===== src/rtl/stack_regfile_pkg.sv =====
// Shared encodings for the stack register file: stack request opcodes and
// controller FSM states.
package stack_regfile_pkg;

    typedef enum logic [1:0] {
        PUSH_REG = 2'd0,
        PUSH_PC  = 2'd1,
        POP_REG  = 2'd2,
        POP_PC   = 2'd3
    } st_op_e;

    typedef enum logic [1:0] {
        IDLE   = 2'd0,
        PUSH   = 2'd1,
        POP_RD = 2'd2,
        POP_WB = 2'd3
    } state_e;

endpackage


===== src/rtl/stack_regfile_ram.sv =====
// Single-port stack storage: synchronous write, registered read of the same
// address (old data is returned when reading and writing together).
module stack_ram
    import stack_regfile_pkg::*;
#(
    parameter int DEPTH  = 16,
    parameter int DATA_W = 16,
    parameter int AW     = $clog2(DEPTH)
) (
    input  logic              clk,
    input  logic              we,
    input  logic [AW-1:0]     addr,
    input  logic [DATA_W-1:0] wdata,
    output logic [DATA_W-1:0] rdata
);

    logic [DATA_W-1:0] mem [DEPTH];

    // No reset: stack contents survive a reset of the controller.
    always_ff @(posedge clk) begin
        if (we) begin
            mem[addr] <= wdata;
        end
        rdata <= mem[addr];
    end

endmodule


===== src/rtl/stack_regfile.sv =====
// Small general register file with a hardware call/data stack that can push
// a register or the return PC and pop back into a register or onto ret_pc.
module stack_regfile
    import stack_regfile_pkg::*;
#(
    parameter int DATA_W   = 16,
    parameter int NUM_REGS = 4,
    parameter int DEPTH    = 16,
    localparam int RSEL_W  = $clog2(NUM_REGS),
    localparam int CNT_W   = $clog2(DEPTH + 1)
) (
    input  logic              clk,
    input  logic              reset,
    input  logic [RSEL_W-1:0] rd_sel_a,
    input  logic [RSEL_W-1:0] rd_sel_b,
    output logic [DATA_W-1:0] rd_data_a,
    output logic [DATA_W-1:0] rd_data_b,
    input  logic              wr_en,
    input  logic [RSEL_W-1:0] wr_sel,
    input  logic [DATA_W-1:0] wr_data,
    input  logic              st_valid,
    input  logic [1:0]        st_op,
    input  logic [RSEL_W-1:0] st_sel,
    input  logic [DATA_W-1:0] pc_in,
    output logic              busy,
    output logic              done,
    output logic              err,
    output logic [DATA_W-1:0] ret_pc,
    output logic              ret_valid,
    output logic [DATA_W-1:0] sp,
    output logic [CNT_W-1:0]  count,
    output logic              ovf,
    output logic              udf,
    input  logic              clr_flags
);

    localparam int AW = $clog2(DEPTH);
    localparam logic [DATA_W-1:0] DEPTH_D = DATA_W'(DEPTH);

    state_e            state;
    st_op_e            op_q;
    logic [RSEL_W-1:0] sel_q;
    logic [DATA_W-1:0] push_q;
    logic [DATA_W-1:0] ret_pc_q;
    logic              err_q;
    logic [DATA_W-1:0] regs [NUM_REGS];

    logic              ram_we;
    logic [AW-1:0]     ram_addr;
    logic [DATA_W-1:0] ram_rdata;
    logic [DATA_W-1:0] sp_up;
    logic              pop_wb_reg;
    logic              stack_full;
    logic              stack_empty;

    assign rd_data_a   = regs[rd_sel_a];
    assign rd_data_b   = regs[rd_sel_b];

    assign sp_up       = sp + 1'b1;
    assign stack_full  = (count == CNT_W'(DEPTH));
    assign stack_empty = (count == '0);

    // The RAM port writes the free slot at sp during PUSH and otherwise reads
    // the top entry at sp+1, which is what POP_RD needs.
    assign ram_we      = (state == PUSH);
    assign ram_addr    = ram_we ? AW'(sp % DEPTH_D) : AW'(sp_up % DEPTH_D);

    assign pop_wb_reg  = (state == POP_WB) && (op_q == POP_REG);
    assign busy        = (state != IDLE);
    assign done        = (state == PUSH) || (state == POP_WB) || err_q;
    assign err         = err_q;
    assign ret_valid   = (state == POP_WB) && (op_q == POP_PC);
    assign ret_pc      = ret_valid ? ram_rdata : ret_pc_q;

    stack_ram #(
        .DEPTH  (DEPTH),
        .DATA_W (DATA_W),
        .AW     (AW)
    ) u_ram (
        .clk   (clk),
        .we    (ram_we),
        .addr  (ram_addr),
        .wdata (push_q),
        .rdata (ram_rdata)
    );

    // Controller. Overflow/underflow never leave IDLE; they only pulse err
    // (with done) and set the sticky flag, which takes priority over clr_flags.
    always_ff @(posedge clk) begin
        if (reset) begin
            state    <= IDLE;
            op_q     <= PUSH_REG;
            sel_q    <= '0;
            push_q   <= '0;
            ret_pc_q <= '0;
            err_q    <= 1'b0;
            ovf      <= 1'b0;
            udf      <= 1'b0;
            sp       <= DATA_W'(DEPTH - 1);
            count    <= '0;
        end else begin
            err_q <= 1'b0;
            if (clr_flags) begin
                ovf <= 1'b0;
                udf <= 1'b0;
            end
            case (state)
                IDLE: begin
                    if (st_valid) begin
                        op_q   <= st_op_e'(st_op);
                        sel_q  <= st_sel;
                        push_q <= (st_op == PUSH_REG) ? regs[st_sel] : pc_in + 1'b1;
                        if (!st_op[1]) begin
                            if (stack_full) begin
                                ovf   <= 1'b1;
                                err_q <= 1'b1;
                            end else begin
                                state <= PUSH;
                            end
                        end else begin
                            if (stack_empty) begin
                                udf   <= 1'b1;
                                err_q <= 1'b1;
                            end else begin
                                state <= POP_RD;
                            end
                        end
                    end
                end
                PUSH: begin
                    sp    <= sp - 1'b1;
                    count <= count + 1'b1;
                    state <= IDLE;
                end
                POP_RD: begin
                    state <= POP_WB;
                end
                POP_WB: begin
                    sp    <= sp_up;
                    count <= count - 1'b1;
                    if (op_q == POP_PC) begin
                        ret_pc_q <= ram_rdata;
                    end
                    state <= IDLE;
                end
                default: state <= IDLE;
            endcase
        end
    end

    // Register file; a pop writeback is applied after the direct write so it
    // wins when both target the same register.
    always_ff @(posedge clk) begin
        if (reset) begin
            for (int i = 0; i < NUM_REGS; i++) begin
                regs[i] <= '0;
            end
        end else begin
            if (wr_en) begin
                regs[wr_sel] <= wr_data;
            end
            if (pop_wb_reg) begin
                regs[sel_q] <= ram_rdata;
            end
        end
    end

endmodule


===== config.mk =====
export PLATFORM = sky130hd
export DESIGN_NAME = stack_regfile
export DESIGN_NICKNAME = d
export VERILOG_FILES = /design/src/rtl/stack_regfile_pkg.sv /design/src/rtl/stack_regfile_ram.sv /design/src/rtl/stack_regfile.sv
export SDC_FILE = /design/constraint.sdc
export NUM_CORES = 1
export LEC_CHECK = 0
export ABC_CLOCK_PERIOD_IN_PS = 6700
export CORE_ASPECT_RATIO = 0.8
export CORE_MARGIN = 5
export CORE_UTILIZATION = 57
export CTS_BUF_LIST = sky130_fd_sc_hd__clkbuf_8
export DETAILED_ROUTE_END_ITERATION = 16
export GPL_TIMING_DRIVEN = 1
export PLACE_DENSITY = 0.82
export SYNTH_ARGS = -nofsm -noshare
export SYNTH_HDL_FRONTEND = slang
export SYNTH_HIERARCHICAL = 1
export SYNTH_SLANG_ARGS = --single-unit
export TNS_END_PERCENT = 30

===== constraint.sdc =====
create_clock -name clk -period 6.7 [get_ports clk]
set_input_delay 1.34 -clock clk [delete_from_list [all_inputs] [get_ports clk]]
set_output_delay 1.34 -clock clk [all_outputs]
set_load 0.02 [all_outputs]

======== Word level (Yosys, flattened, before mapping) ========
Memories as Yosys holds them, arrays and structs flattened. A register that Yosys moved wholly into a read port is not among the register bits.
Index checks and enable logic that the tools add are counted.
word-level totals
  flip-flop bits (word level) ............. 62
  RAM bits ................................ 320
  input bits .............................. 47
  output and inout port bits .............. 75
  logic and storage cells ................. 83
  memories kept ........................... 2
memories
  name       words  bits a word  rd ports  clocked after Yosys merged registers in  write ports  line                     source
  u_ram.mem  16     16           1         1                                        1            stack_regfile_ram.sv:17  logic [DATA_W-1:0] mem [DEPTH];
  regs       4      16           3         0                                        4            stack_regfile.sv:46      logic [DATA_W-1:0] regs [NUM_REGS];
cells by class
  add/subtract/negate cells ............... 5
  eq/ne operators ......................... 9
  multiplexer cells ....................... 39
  bitwise logic cells ..................... 2
  reductions and logical operators ........ 16
operators with widths
  kind                                                                  number
  16-bit 2-to-1 mux                                                     4
  16-bit by 1-bit adder with 16-bit output, second input constant       2
  16-bit case mux with 2 select lines                                   1
  16-bit OR reduction                                                   2
  1-bit 2-to-1 mux                                                      25
  16-bit by 1-bit subtractor with 16-bit output, second input constant  1
  2-bit 2-to-1 mux                                                      6
  5-bit case mux with 2 select lines                                    1
  2-bit == test, second input constant                                  4
  3-bit inequality test, second input constant                          2
  2-bit case mux with 3 select lines                                    1
  5-bit by 1-bit adder with 5-bit output, second input constant         1
  5-bit == test, second input constant                                  1
  5-bit zero test                                                       1
  5-bit by 1-bit subtractor with 5-bit output, second input constant    1
  2-bit zero test                                                       2
  4-bit 2-to-1 mux                                                      1
  2-bit AND reduction                                                   2
  2-bit nonzero test                                                    2
  3-bit AND reduction                                                   1
  3-bit OR reduction                                                    1
  2-bit by 1-bit == test with 1-bit output, second input constant       1
  1-bit logical AND                                                     2
  1-bit logical OR                                                      2
  3 further kinds                                                       4

======== Logic depth before layout (Yosys ltp) ========
  depth in word-level cells ............... 7
  mapped depth ............................ 9
  mapped depth without buffers ............ 8

======== By module ========
The synthesis kept the hierarchy.
by module, submodules not included
  module         instances  cells an instance  area each (um2)  sequential area each (um2)
  stack_ram      1          434                10090.9          8007.7
  stack_regfile  1          731                7288.2           3163.0

======== Worst setup path after synthesis ========
OpenSTA, ideal clock, no wires.
  kind .................................... in2out
  from .................................... input rd_sel_a[0]
  to ...................................... output rd_data_a[10]
  data arrival time ....................... 2660 ps
  data required time ...................... 5360 ps
  path slack .............................. 2700 ps
  cell stages on the path ................. 3
  buffers on the path ..................... 2
  cell sequence ........................... clkbuf_1 buf_2 mux4_2
between the ends
  longest elaborated chain between the ends .. 1
ends and longest elaborated chain
  item               line                 source
  from (decl)        stack_regfile.sv:14  input logic [RSEL_W-1:0] rd_sel_a,
  memory 4 x 16 bit  --
  to (decl)          stack_regfile.sv:16  output logic [DATA_W-1:0] rd_data_a,
Every way passes these cells.

======== Worst setup path after layout ========
Same ends and word-level chain as after synthesis.

==> results.toml <==
[run_status]
status = "finished, final reports clean"

[global_routing]
globalRouteMet3Util_pct = 6.03
total_global_route_track_usage_pct = 25.0
grt_overflow = 0
antenna_violations_before_repair = 1
grt_start_max_net_pins = 72
grt_pass1_vias = 10889
grt-busiest-layer = "met2"
gr-usage-met1_pct = 35.9
grt_first_pass_wirelength_mm = 65.1
globalRouteMet2Util_pct = 38.8

[logic_synthesis]
synth_cell_type_count = 66
post-synth-top-count-cell = "edfxtp_1"
ys_async_sr_fraction_pct = 0
yosys_register_bits = 398
syn_nets = 1219
yosysSeqAreaShare_pct = 64.3
synth_edf_count = 320
mappedNetlistArea_mm2 = 0.0174
post-synth-top-area-cell = "edfxtp_1"
synthSimpleGateAreaFrac_pct = 9.26
synth.area.mux_share_pct = 16.3
synthFlopType = "edfxtp_1"
combinational_family_with_the_most_area_after_synthesis = "multiplexers"
post-synth-top-area-fraction_pct = 55.3
synthAdderAreaFrac_pct = 0.547
synthesis.yosys.warnings = 6
synth.cells.most_frequent = "320 x edfxtp_1, 185 x nand2_1, 99 x mux4_2"
postSynthAreaPerCell_um2 = 14.9
synth-compound-area-share_pct = 5.75
synth_xor_area_share_pct = 1.41
synth.top_cells.by_area = "edfxtp_1 55%, mux4_2 13%, dfxtp_1 9.0%, nand2_1 4.0%, mux4_1 2.0%"
post_synth_inst_count = 1165

[floorplanning]
placement_rows = 57
die-height_um = 166
top_level_ports = 122
die_area_mm2 = 0.0341
die_width_um = 205
core_area_mm2 = 0.0302
initial_utilization_pct = 57.5

[worst_setup_path]
cp_cell_sequence = "clkdlybuf4s50_1, mux4_2, clkdlybuf4s50_1"
crit_path_max_fanout = 16
combined_buffer_and_inverter_count_along_the_critical_path = 2
cpMostUsedCell = "clkdlybuf4s50_1"
cp_arrival_ns = 3.71
worst-r2r-cell-count = 6
crit_required_ns = 5.36
endpoint_kind = "primary output"
r2r-end = "u_ram/mem[1][2]"
critPathMaxStageDelay_ns = 1.18
worstReg2RegStart = "state[0]"
slowest_cell_on_the_critical_path = "clkdlybuf4s50_1"
timing_worst_setup_path_type = "in -> out"
worst-r2r-setup-slack_ns = 2.77
critPathTopFamily = "buffers and inverters"
critPathLaunchType = "primary input"

[clock_network]
cts_sinks = 398
cts_root_buffer = "clkbuf_8"
post-cts-setup-buffer-count = 0
clk_path_buf_depth = 3
clk_pin_slew_worst_paths_ns = 0.06
cts_inserted_buffers = 57
cts_tree = "yes"
post_cts_hold_buffer_count = 0
cts-htree-levels = 2
worst_skew_pair.late_latency_ns = 0.64
postCtsResizedCells = 0

[pwr]
cellPowerDensity_mw_per_mm2 = 273
power_leakage_nw = 6.83
worst_ir_drop_vdd_v = 0.000193

[drt]
vias_per_cell = 6.31
ant_nets = 0
wl_per_cell_um = 24.3
drt-total-wl_mm = 42.8
via_count = 11100
drt_iter0_markers = 1278
first_pass_iters = 7
remaining_drc_errors = 0

[timing]
period_needed_ns = 5.05
fin_skew_ns = 0.0477
tightest_slew_ns = 1.15
layout_worst_path_cycle_share_pct = 75.3
max-slew-margin-rel_pct = 23.1
setup_repair_after_global_routing_missed_its_margin = "no"
drv_slew = 0
hold_ws_ns = 0.473
timing.final.setup_violations = 0
report.final.hold_viol_count = 0
final.setup.tns_ns = 0
max_freq_ghz = 0.198

[final_layout]
num_antenna_cells = 0
n_fill_cell = 2055
multi_input_area_mm2 = 0.00586
post-route-cell-area_mm2 = 0.0202
syn_to_final_growth_pct = 16.2
register_area_mm2 = 0.0112
finish.net_count = 1353
drive_above_1_share_pct = 18.4

[place]
numPortBuffers = 121
dp_hpwl_mm = 28.5
postPlaceCellArea_mm2 = 0.0190
place.gp.congestion = 0.949

[worst_hold_path]
worstHoldPathCells = 2
min-delay-path-class = "reg -> reg"
hold_path_start = "ovf"
min_delay_worst_endpoint = "ovf"

[run]
drv_cap = 0
[cells by family (layout without fill, tap and decap cells)]
family | after synthesis | count (layout)
simple gates | 343 | 343
xor+xnor | 28 | 28
buf+inv | 90 | 270
fa+ha+maj | 7 | 7
mux | 135 | 135
flops | 398 | 398
compound gates | 164 | 164
[layout by cell type (no fill, tap or decap), types with 11 or more instances in the layout]
master             n
mux4_2            99
nor3_1            14
o21ai_0           56
dfxtp_1           78
mux4_1            13
nor2_1            44
o21ai_1           19
buf_4             28
nand2_1          185
or3_1             11
a21oi_1           25
clkdlybuf4s50_1  120
inv_1             29
xor2_1            12
and2_1            18
xnor2_1           15
clkinv_1          11
a22oi_1           34
clkbuf_8          65
edfxtp_1         320
[flip-flops by register name, summed over array words and instances, names as in the netlist]
| name | cells |
|---|---|
| u_ram/mem | 256 |
| regs | 64 |
| push_q | 16 |
| ret_pc_q | 16 |
| sp | 16 |
| u_ram/rdata | 16 |
| count | 5 |
| op_q | 2 |
| sel_q | 2 |
| state | 2 |
| err | 1 |
| ovf | 1 |
| udf | 1 |
[worst register-to-register path, cell delays in order, from the launching register on]
cell	delay (ns)
dfxtp_1	0.85
nand2b_1	0.51
xnor2_2	0.32
buf_12	0.43
nand2b_1	0.29
nor2_1	0.82
buf_4	0.39
[where the power goes]
part | internal (mW) | switching (mW)
Clock | 1.01 | 0.919
Sequential | 2.78 | 0.146
Combinational | 0.300 | 0.351
Total | 4.09 | 1.42
[metrics by stage]
step	util, %	power (mW)	instances	worst slack (ns)
after floorplan	-	3.35	1165	2.70
after global placement	63.0	3.60	1653	1.65
after detailed placement	63.0	3.62	1653	1.59
after CTS	66.8	5.53	1758	1.59
after global routing	66.8	5.71	1758	1.43
final	66.8	5.51	1758	1.65
[metal layers]
metal | wire length [µm] | share of wire (%)
met3 | 4750 | 11
met1 | 16500 | 38
met5 | 13 | 0.030
met2 | 20500 | 48
met4 | 1080 | 2.5
[cell type report]
type | count | share of cell area (%)
sequential | 398 | 55.3
tap | 413 | 2.56
multi-input combinational | 677 | 29.0
inverter | 15 | 0.279
clock inverter | 40 | 1.30
clock buffer | 65 | 4.43
timing repair buffer | 150 | 7.11
[worst max-delay path by stage]
stage                            from             to  slack (ns)  cells past startpoint
final                     rd_sel_a[0]  rd_data_a[10]        1.65                      3
after global routing      rd_sel_a[0]  rd_data_a[10]        1.43                      3
after CTS                 rd_sel_a[0]  rd_data_a[12]        1.59                      3
after detailed placement  rd_sel_a[0]  rd_data_a[12]        1.59                      3
after global placement    rd_sel_b[0]   rd_data_b[5]        1.65                      3
after floorplan           rd_sel_a[0]  rd_data_a[10]        2.70                      3
Note: power is estimated with default switching activity, not from simulation.
